==> config.mk <==
export PLATFORM = sky130hd
export DESIGN_NAME = codec_stream_sequencer
export DESIGN_NICKNAME = d
export VERILOG_FILES = /design/src/rtl/codec_stream_sequencer.sv
export SDC_FILE = /design/constraint.sdc
export NUM_CORES = 1
export LEC_CHECK = 0
export ABC_AREA = 1
export BUFFER_PORTS_ARGS = -buffer_cell sky130_fd_sc_hd__buf_2
export CAP_MARGIN = 20
export CELL_PAD_IN_SITES_DETAIL_PLACEMENT = 1
export CELL_PAD_IN_SITES_GLOBAL_PLACEMENT = 1
export CORE_ASPECT_RATIO = 1.4
export CORE_MARGIN = 1
export CORE_UTILIZATION = 38
export DETAILED_ROUTE_END_ITERATION = 6
export HOLD_SLACK_MARGIN = 0.03
export PLACE_DENSITY = 0.9
export SYNTH_ARGS = -nofsm -noshare
export SYNTH_HDL_FRONTEND = slang
export SYNTH_SLANG_ARGS = --single-unit
==> constraint.sdc <==
create_clock -name S_AXI_ACLK -period 2.5 [get_ports S_AXI_ACLK]
set_input_delay 0.5 -clock S_AXI_ACLK [delete_from_list [all_inputs] [get_ports S_AXI_ACLK]]
set_output_delay 0.5 -clock S_AXI_ACLK [all_outputs]
set_load 0.01 [all_outputs]
==> src/rtl/codec_stream_sequencer.sv <==
// rtl/codec_stream_sequencer.sv - per-tick ADC read, FIR hand-off and DAC write over NUM_CHANNELS channels
module codec_stream_sequencer #(
  parameter int C_S_AXI_ADDR_WIDTH = 14,
  parameter int C_S_AXI_DATA_WIDTH = 32,
  parameter int DATA_WIDTH = 16,
  parameter int NUM_CHANNELS = 2,
  parameter int SAMPLE_DIV = 2500,
  parameter int CALC_TIMEOUT = 1023,
  parameter logic [C_S_AXI_ADDR_WIDTH-1:0] ADC_BASE = 14'h0000,
  parameter logic [C_S_AXI_ADDR_WIDTH-1:0] DAC_BASE = 14'h0000,
  parameter int CH_W = (NUM_CHANNELS > 1) ? $clog2(NUM_CHANNELS) : 1
) (
  input  logic                          S_AXI_ACLK,
  input  logic                          S_AXI_ARESETN,
  input  logic                          enable,
  input  logic                          bypass,
  input  logic                          clr_status,
  output logic                          calc,
  output logic [CH_W-1:0]               channel,
  output logic [DATA_WIDTH-1:0]         rawData,
  input  logic                          calcDone,
  input  logic [DATA_WIDTH-1:0]         filterData,
  output logic [C_S_AXI_ADDR_WIDTH-1:0] ADC_AXI_ARADDR,
  output logic                          ADC_AXI_ARVALID,
  input  logic                          ADC_AXI_ARREADY,
  input  logic [C_S_AXI_DATA_WIDTH-1:0] ADC_AXI_RDATA,
  input  logic [1:0]                    ADC_AXI_RRESP,
  input  logic                          ADC_AXI_RVALID,
  output logic                          ADC_AXI_RREADY,
  output logic [C_S_AXI_ADDR_WIDTH-1:0] DAC_AXI_AWADDR,
  output logic                          DAC_AXI_AWVALID,
  input  logic                          DAC_AXI_AWREADY,
  output logic [C_S_AXI_DATA_WIDTH-1:0] DAC_AXI_WDATA,
  output logic [3:0]                    DAC_AXI_WSTRB,
  output logic                          DAC_AXI_WVALID,
  input  logic                          DAC_AXI_WREADY,
  input  logic [1:0]                    DAC_AXI_BRESP,
  input  logic                          DAC_AXI_BVALID,
  output logic                          DAC_AXI_BREADY,
  output logic                          busy,
  output logic                          overrun,
  output logic                          timeout,
  output logic                          resp_err
);

  localparam int DIV_W = $clog2(SAMPLE_DIV);
  localparam int TO_W  = $clog2(CALC_TIMEOUT + 1);

  typedef enum logic [2:0] {S_IDLE, S_AR, S_R, S_CALC, S_WR, S_B} state_t;

  state_t                  state;
  logic [DIV_W-1:0]        div_cnt;
  logic                    tick;
  logic [CH_W-1:0]         ch;
  logic [DATA_WIDTH-1:0]   raw;
  logic [TO_W-1:0]         wait_cnt;
  logic                    last_ch;
  logic                    calc_expired;
  logic                    start_wr;
  logic [DATA_WIDTH-1:0]   wr_value;
  logic                    unused_rdata;

  function automatic logic [C_S_AXI_ADDR_WIDTH-1:0] ch_addr(
    input logic [C_S_AXI_ADDR_WIDTH-1:0] base,
    input logic [CH_W-1:0]               c
  );
    return base + (C_S_AXI_ADDR_WIDTH'(c) << 2);
  endfunction

  assign tick          = (div_cnt == DIV_W'(SAMPLE_DIV - 1));
  assign last_ch       = (ch == CH_W'(NUM_CHANNELS - 1));
  assign calc_expired  = (wait_cnt == TO_W'(CALC_TIMEOUT - 1));
  assign channel       = ch;
  assign rawData       = raw;
  assign DAC_AXI_WSTRB = {4{S_AXI_ARESETN}};
  assign unused_rdata  = ^ADC_AXI_RDATA;

  always_comb begin
    wr_value = raw;
    start_wr = 1'b0;
    if (state == S_R) begin
      wr_value = ADC_AXI_RDATA[DATA_WIDTH-1:0];
      start_wr = ADC_AXI_RVALID && bypass;
    end else if (state == S_CALC) begin
      if (calcDone) wr_value = filterData;
      start_wr = calcDone || calc_expired;
    end
  end

  always_ff @(posedge S_AXI_ACLK or negedge S_AXI_ARESETN) begin
    if (!S_AXI_ARESETN) begin
      div_cnt <= '0;
    end else if (tick) begin
      div_cnt <= '0;
    end else begin
      div_cnt <= div_cnt + 1'b1;
    end
  end

  always_ff @(posedge S_AXI_ACLK or negedge S_AXI_ARESETN) begin
    if (!S_AXI_ARESETN) begin
      state           <= S_IDLE;
      ch              <= '0;
      raw             <= '0;
      wait_cnt        <= '0;
      calc            <= 1'b0;
      ADC_AXI_ARADDR  <= '0;
      ADC_AXI_ARVALID <= 1'b0;
      ADC_AXI_RREADY  <= 1'b0;
      DAC_AXI_AWADDR  <= '0;
      DAC_AXI_AWVALID <= 1'b0;
      DAC_AXI_WDATA   <= '0;
      DAC_AXI_WVALID  <= 1'b0;
      DAC_AXI_BREADY  <= 1'b0;
      busy            <= 1'b0;
      overrun         <= 1'b0;
      timeout         <= 1'b0;
      resp_err        <= 1'b0;
    end else begin
      calc <= 1'b0;
      // clear first so a same-cycle set below takes priority
      if (clr_status) begin
        overrun  <= 1'b0;
        timeout  <= 1'b0;
        resp_err <= 1'b0;
      end
      if (tick && state != S_IDLE) overrun <= 1'b1;

      case (state)
        S_IDLE: begin
          if (tick && enable) begin
            ch              <= '0;
            busy            <= 1'b1;
            ADC_AXI_ARADDR  <= ADC_BASE;
            ADC_AXI_ARVALID <= 1'b1;
            state           <= S_AR;
          end
        end
        S_AR: begin
          if (ADC_AXI_ARREADY) begin
            ADC_AXI_ARVALID <= 1'b0;
            ADC_AXI_RREADY  <= 1'b1;
            state           <= S_R;
          end
        end
        S_R: begin
          if (ADC_AXI_RVALID) begin
            ADC_AXI_RREADY <= 1'b0;
            raw            <= ADC_AXI_RDATA[DATA_WIDTH-1:0];
            if (ADC_AXI_RRESP != 2'b00) resp_err <= 1'b1;
            if (!bypass) begin
              calc     <= 1'b1;
              wait_cnt <= '0;
              state    <= S_CALC;
            end
          end
        end
        S_CALC: begin
          if (!start_wr) wait_cnt <= wait_cnt + 1'b1;
          // FIR never answered: fall back to the raw sample
          if (!calcDone && calc_expired) timeout <= 1'b1;
        end
        S_WR: begin
          if (DAC_AXI_AWREADY) DAC_AXI_AWVALID <= 1'b0;
          if (DAC_AXI_WREADY) DAC_AXI_WVALID <= 1'b0;
          if ((!DAC_AXI_AWVALID || DAC_AXI_AWREADY) && (!DAC_AXI_WVALID || DAC_AXI_WREADY)) begin
            DAC_AXI_BREADY <= 1'b1;
            state          <= S_B;
          end
        end
        S_B: begin
          if (DAC_AXI_BVALID) begin
            DAC_AXI_BREADY <= 1'b0;
            if (DAC_AXI_BRESP != 2'b00) resp_err <= 1'b1;
            if (last_ch) begin
              busy  <= 1'b0;
              state <= S_IDLE;
            end else begin
              ch              <= ch + 1'b1;
              ADC_AXI_ARADDR  <= ch_addr(ADC_BASE, ch + 1'b1);
              ADC_AXI_ARVALID <= 1'b1;
              state           <= S_AR;
            end
          end
        end
        default: state <= S_IDLE;
      endcase

      if (start_wr) begin
        DAC_AXI_AWADDR  <= ch_addr(DAC_BASE, ch);
        DAC_AXI_AWVALID <= 1'b1;
        DAC_AXI_WDATA   <= C_S_AXI_DATA_WIDTH'(wr_value);
        DAC_AXI_WVALID  <= 1'b1;
        state           <= S_WR;
      end
    end
  end

endmodule

==> summary.md <==
| Metric | Value |
|---|---|
| I/O pin cnt | `154` |
| Yosys top cell area share | `0.437` |
| DRC violation total after the first TritonRoute iteration | `159` |
| Setup Viol. Count Final | `0` |
| Drt pass-1 iters | `4` |
| Max layer used | `met4` |
| YS warnings | `0` |
| Core Box Area | `around 0.010 mm2` |
| DR WL met2 | `6150 um` |
| Switch Pwr | `623 uW` |
| Clock power frac | `0.491` |
| DR WL met3 | `568 um` |
| N_diodes | `0` |
| Tightest Pin Transition | `0.912 ns` |
| Total GRT Usage | `0.217` |
| NumNets Final | `668` |
| Post-Syn Area | `0.00401 mm2` |
| First-pass GRT wire length | `roughly 18000 um` |
| CP Data Arrival Time | `2.26 ns` |
| Slew margin rel. | `0.392` |
| Quantity of I/O buffers inserted on ports | `95` |
| Synth cell types | `37` |
| H-tree level count | `3` |
| Crit Path Max Fanout | `21` |
| Crit path to | `DAC_AXI_WDATA[7]$_DFFE_PN0P_` |
| Layout area overhead | `17.7%` |
| Die Area | `~0.011 mm2` |
| Final setup TNS | `0 ns` |
| Total wire length | `11100 um` |
| Tmin final | `2.05 ns` |
| Clock latency at the later pin of the worst-skew pair | `around 0.34 ns` |
| Pwr Total | `2660 uW` |
| Internal | `about 2000 uW` |
| Post-route setup slack | `0.450 ns` |
| Register share of total power | `0.441` |
| Skew final | `0.00703 ns` |
| HPWL after DPL | `8080 um` |
| Place WS | `between 0.5 and 0.6 ns` |
| Most frequent cells in the layout | `nand2_1, buf_2, dfrtp_1` |
| CTS Buf Count | `9` |
| Synthesized area per cell | `approximately 7.8 um2` |
| Max Root-Sink Buffers | `2` |
| Initial antenna violation count | `0` |
| R2R setup slack | `between 0.4 and 0.5 ns` |
| Hold buffer count at cts | `0` |
| Sw Ratio | `0.234` |
| Height of the die | `124 um` |
| R2r endpoint | `DAC_AXI_WDATA[7]$_DFFE_PN0P_` |
| Maximum VDD drop | `315 uV` |
| Final core utilization | `0.459` |
| Largest net degree at the start of global routing | `71` |
| Final hold viol count | `0` |
| Max Slew Vio Count | `0` |
| Drt wl/cell | `around 15 um` |
| Power density over cell area | `563 mW/mm2` |
| Instance count of the mapped netlist | `between 500 and 600` |
| GRT overflow | `0` |
| Most common cell after layout, fill and taps aside | `nand2_1` |
| CTS resizes | `0` |
| Routed via count | `3643` |
| Top post-synthesis cells by area | `dfrtp_1, nand2_1, buf_4, nand3_1, o21ai_1` |
| Comb pwr share | `0.069` |
| DRC Markers | `0` |
| M1 wire length | `between 4000 and 5000 um` |
| Crit path kind | `flip-flop to flip-flop` |
| Status | `finished, final reports clean` |
| Post-route antenna net violation count | `0` |
| Crit end category | `flip-flop` |
| Initial Util | `0.390` |
| RSZ-0062 raised after global routing | `no` |
| Worst-path clk slew | `0.06 ns` |
| Seq/Total Area, Yosys | `0.437` |
| Tightest Hold Check Type | `primary input to flip-flop` |
| Cells on worst reg2reg path | `9` |
| Leak Pwr | `0.00252 uW` |
| Startpoint class of the critical path | `flip-flop` |
| RD Place Congestion | `0.808` |
| Crit share post-route | `0.820` |
| R2r startpoint | `state[1]$_DFFE_PN0P_` |
| Max Freq | `approximately 490 MHz` |
| CP startpoint | `state[1]$_DFFE_PN0P_` |
| Die width | `about 90 um` |
| CTS sink count | `70` |
| Max Cap Viol | `0` |
| Vias per inst | `approximately 4.9` |
| Fillers | `1334` |
| Critical Path RT | `2.72 ns` |
| Vias in the first global route | `3866` |
| CTS tree | `yes` |
| Register bit total from synthesis | `70` |
| Row count | `44` |
| Synth area leader | `dfrtp_1` |
| Share of layout cells above drive strength 1 | `0.226` |
| Root buffer cell | `clkbuf_16` |
| Hold_sp | `bypass` |
| Setup bufs post-CTS | `0` |
## power by group through the flow
stage / clock [uW] / combinational [uW] / sequential, uW
after CTS: 1320 / 186 / 1170
after global placement: 0 / 176 / 1190
after detailed placement: 0 / 184 / 1190
final: 1300 / 183 / 1170
after floorplan: 0 / 129 / 1190
after global routing: 1360 / 208 / 1170
## stage by stage
stage | hold slack [ns] | std cells | area (um2)
5_1_grt | 0.369 | 745 | 4720
4_1_cts | 0.351 | 745 | 4720
3_3_place_gp | 0.438 | 729 | 4420
6_report | 0.358 | 745 | 4720
3_5_place_dp | 0.466 | 729 | 4420
2_1_floorplan | 0.204 | 552 | 4170
## synthesized netlist by cell type, drive strengths merged
cell and instances:
a211oi 1, and3 1, o211ai 3, conb 1
o21a 1, nand3 50, nor3b 1, nor2 37
clkbuf 4, dfrtp 70, nand3b 1, a31o 1
nand2 162, inv 41, a21oi 3, ha 3
o21ai 48, nor4 1, o31ai 4, xnor2 6
nand4 3, xor2 8, buf 56, nor3 5
## metal layers
| layer | track usage | up-vias |
|---|---|---|
| li1 | - | 1730 |
| met1 | 0.229 | 1773 |
| met2 | 0.403 | 115 |
| met3 | 0.0434 | 25 |
| met4 | 0.105 | 0 |
| met5 | 0 | - |
## worst min-delay path by stage
stage,endpoint,cells after the start
after floorplan,ADC_AXI_ARADDR[2]$_DFFE_PN0P_,0
after global placement,div_cnt[0]$_DFF_PN0_,1
after detailed placement,div_cnt[0]$_DFF_PN0_,1
after CTS,calc$_DFF_PN0_,2
after global routing,calc$_DFF_PN0_,2
final,calc$_DFF_PN0_,2
## layout make-up
type / count / area, um2 / area share
well taps: 138 / 173 / 0.0366
clock inverters: 4 / 45.0 / 0.00954
repair buffers: 99 / 520 / 0.110
clock buffers: 12 / 256 / 0.0543
multi-input cells: 381 / 1820 / 0.385
inverters: 41 / 156 / 0.0331
flip-flops and latches: 70 / 1750 / 0.371
## cell families (layout without fill, tap and decap cells)
family	count (synthesis)	count (layout)	synth area share
simple gates	261	261	0.291
buf+inv	101	156	0.148
flops	70	70	0.437
compound gates	61	61	0.0827
xor+xnor	14	14	0.0306
fa+ha+maj	3	3	0.00936
other cells	1	42	0.000935
## state kept, by name, summed over array words and instances, names as in the netlist
register,cells
ADC_AXI_ARVALID,1
DAC_AXI_WVALID,1
wait_cnt,10
DAC_AXI_AWVALID,1
overrun,1
DAC_AXI_BREADY,1
ADC_AXI_RREADY,1
channel,1
div_cnt,12
resp_err,1
DAC_AXI_WDATA,16
DAC_AXI_AWADDR,1
calc,1
ADC_AXI_ARADDR,1
busy,1
state,3
rawData,16
timeout,1
## worst max-delay path: stages, from the launching register on
cell and delay, ns:
dfrtp_1 0.47, inv_2 0.10, nor2_8 0.14, nand2_4 0.12, inv_4 0.26, nand2_2 0.31, nand2_1 0.14, nand3_1 0.10
o21ai_0 0.16, o21ai_1 0.09
(Power assumes the default switching activity.)
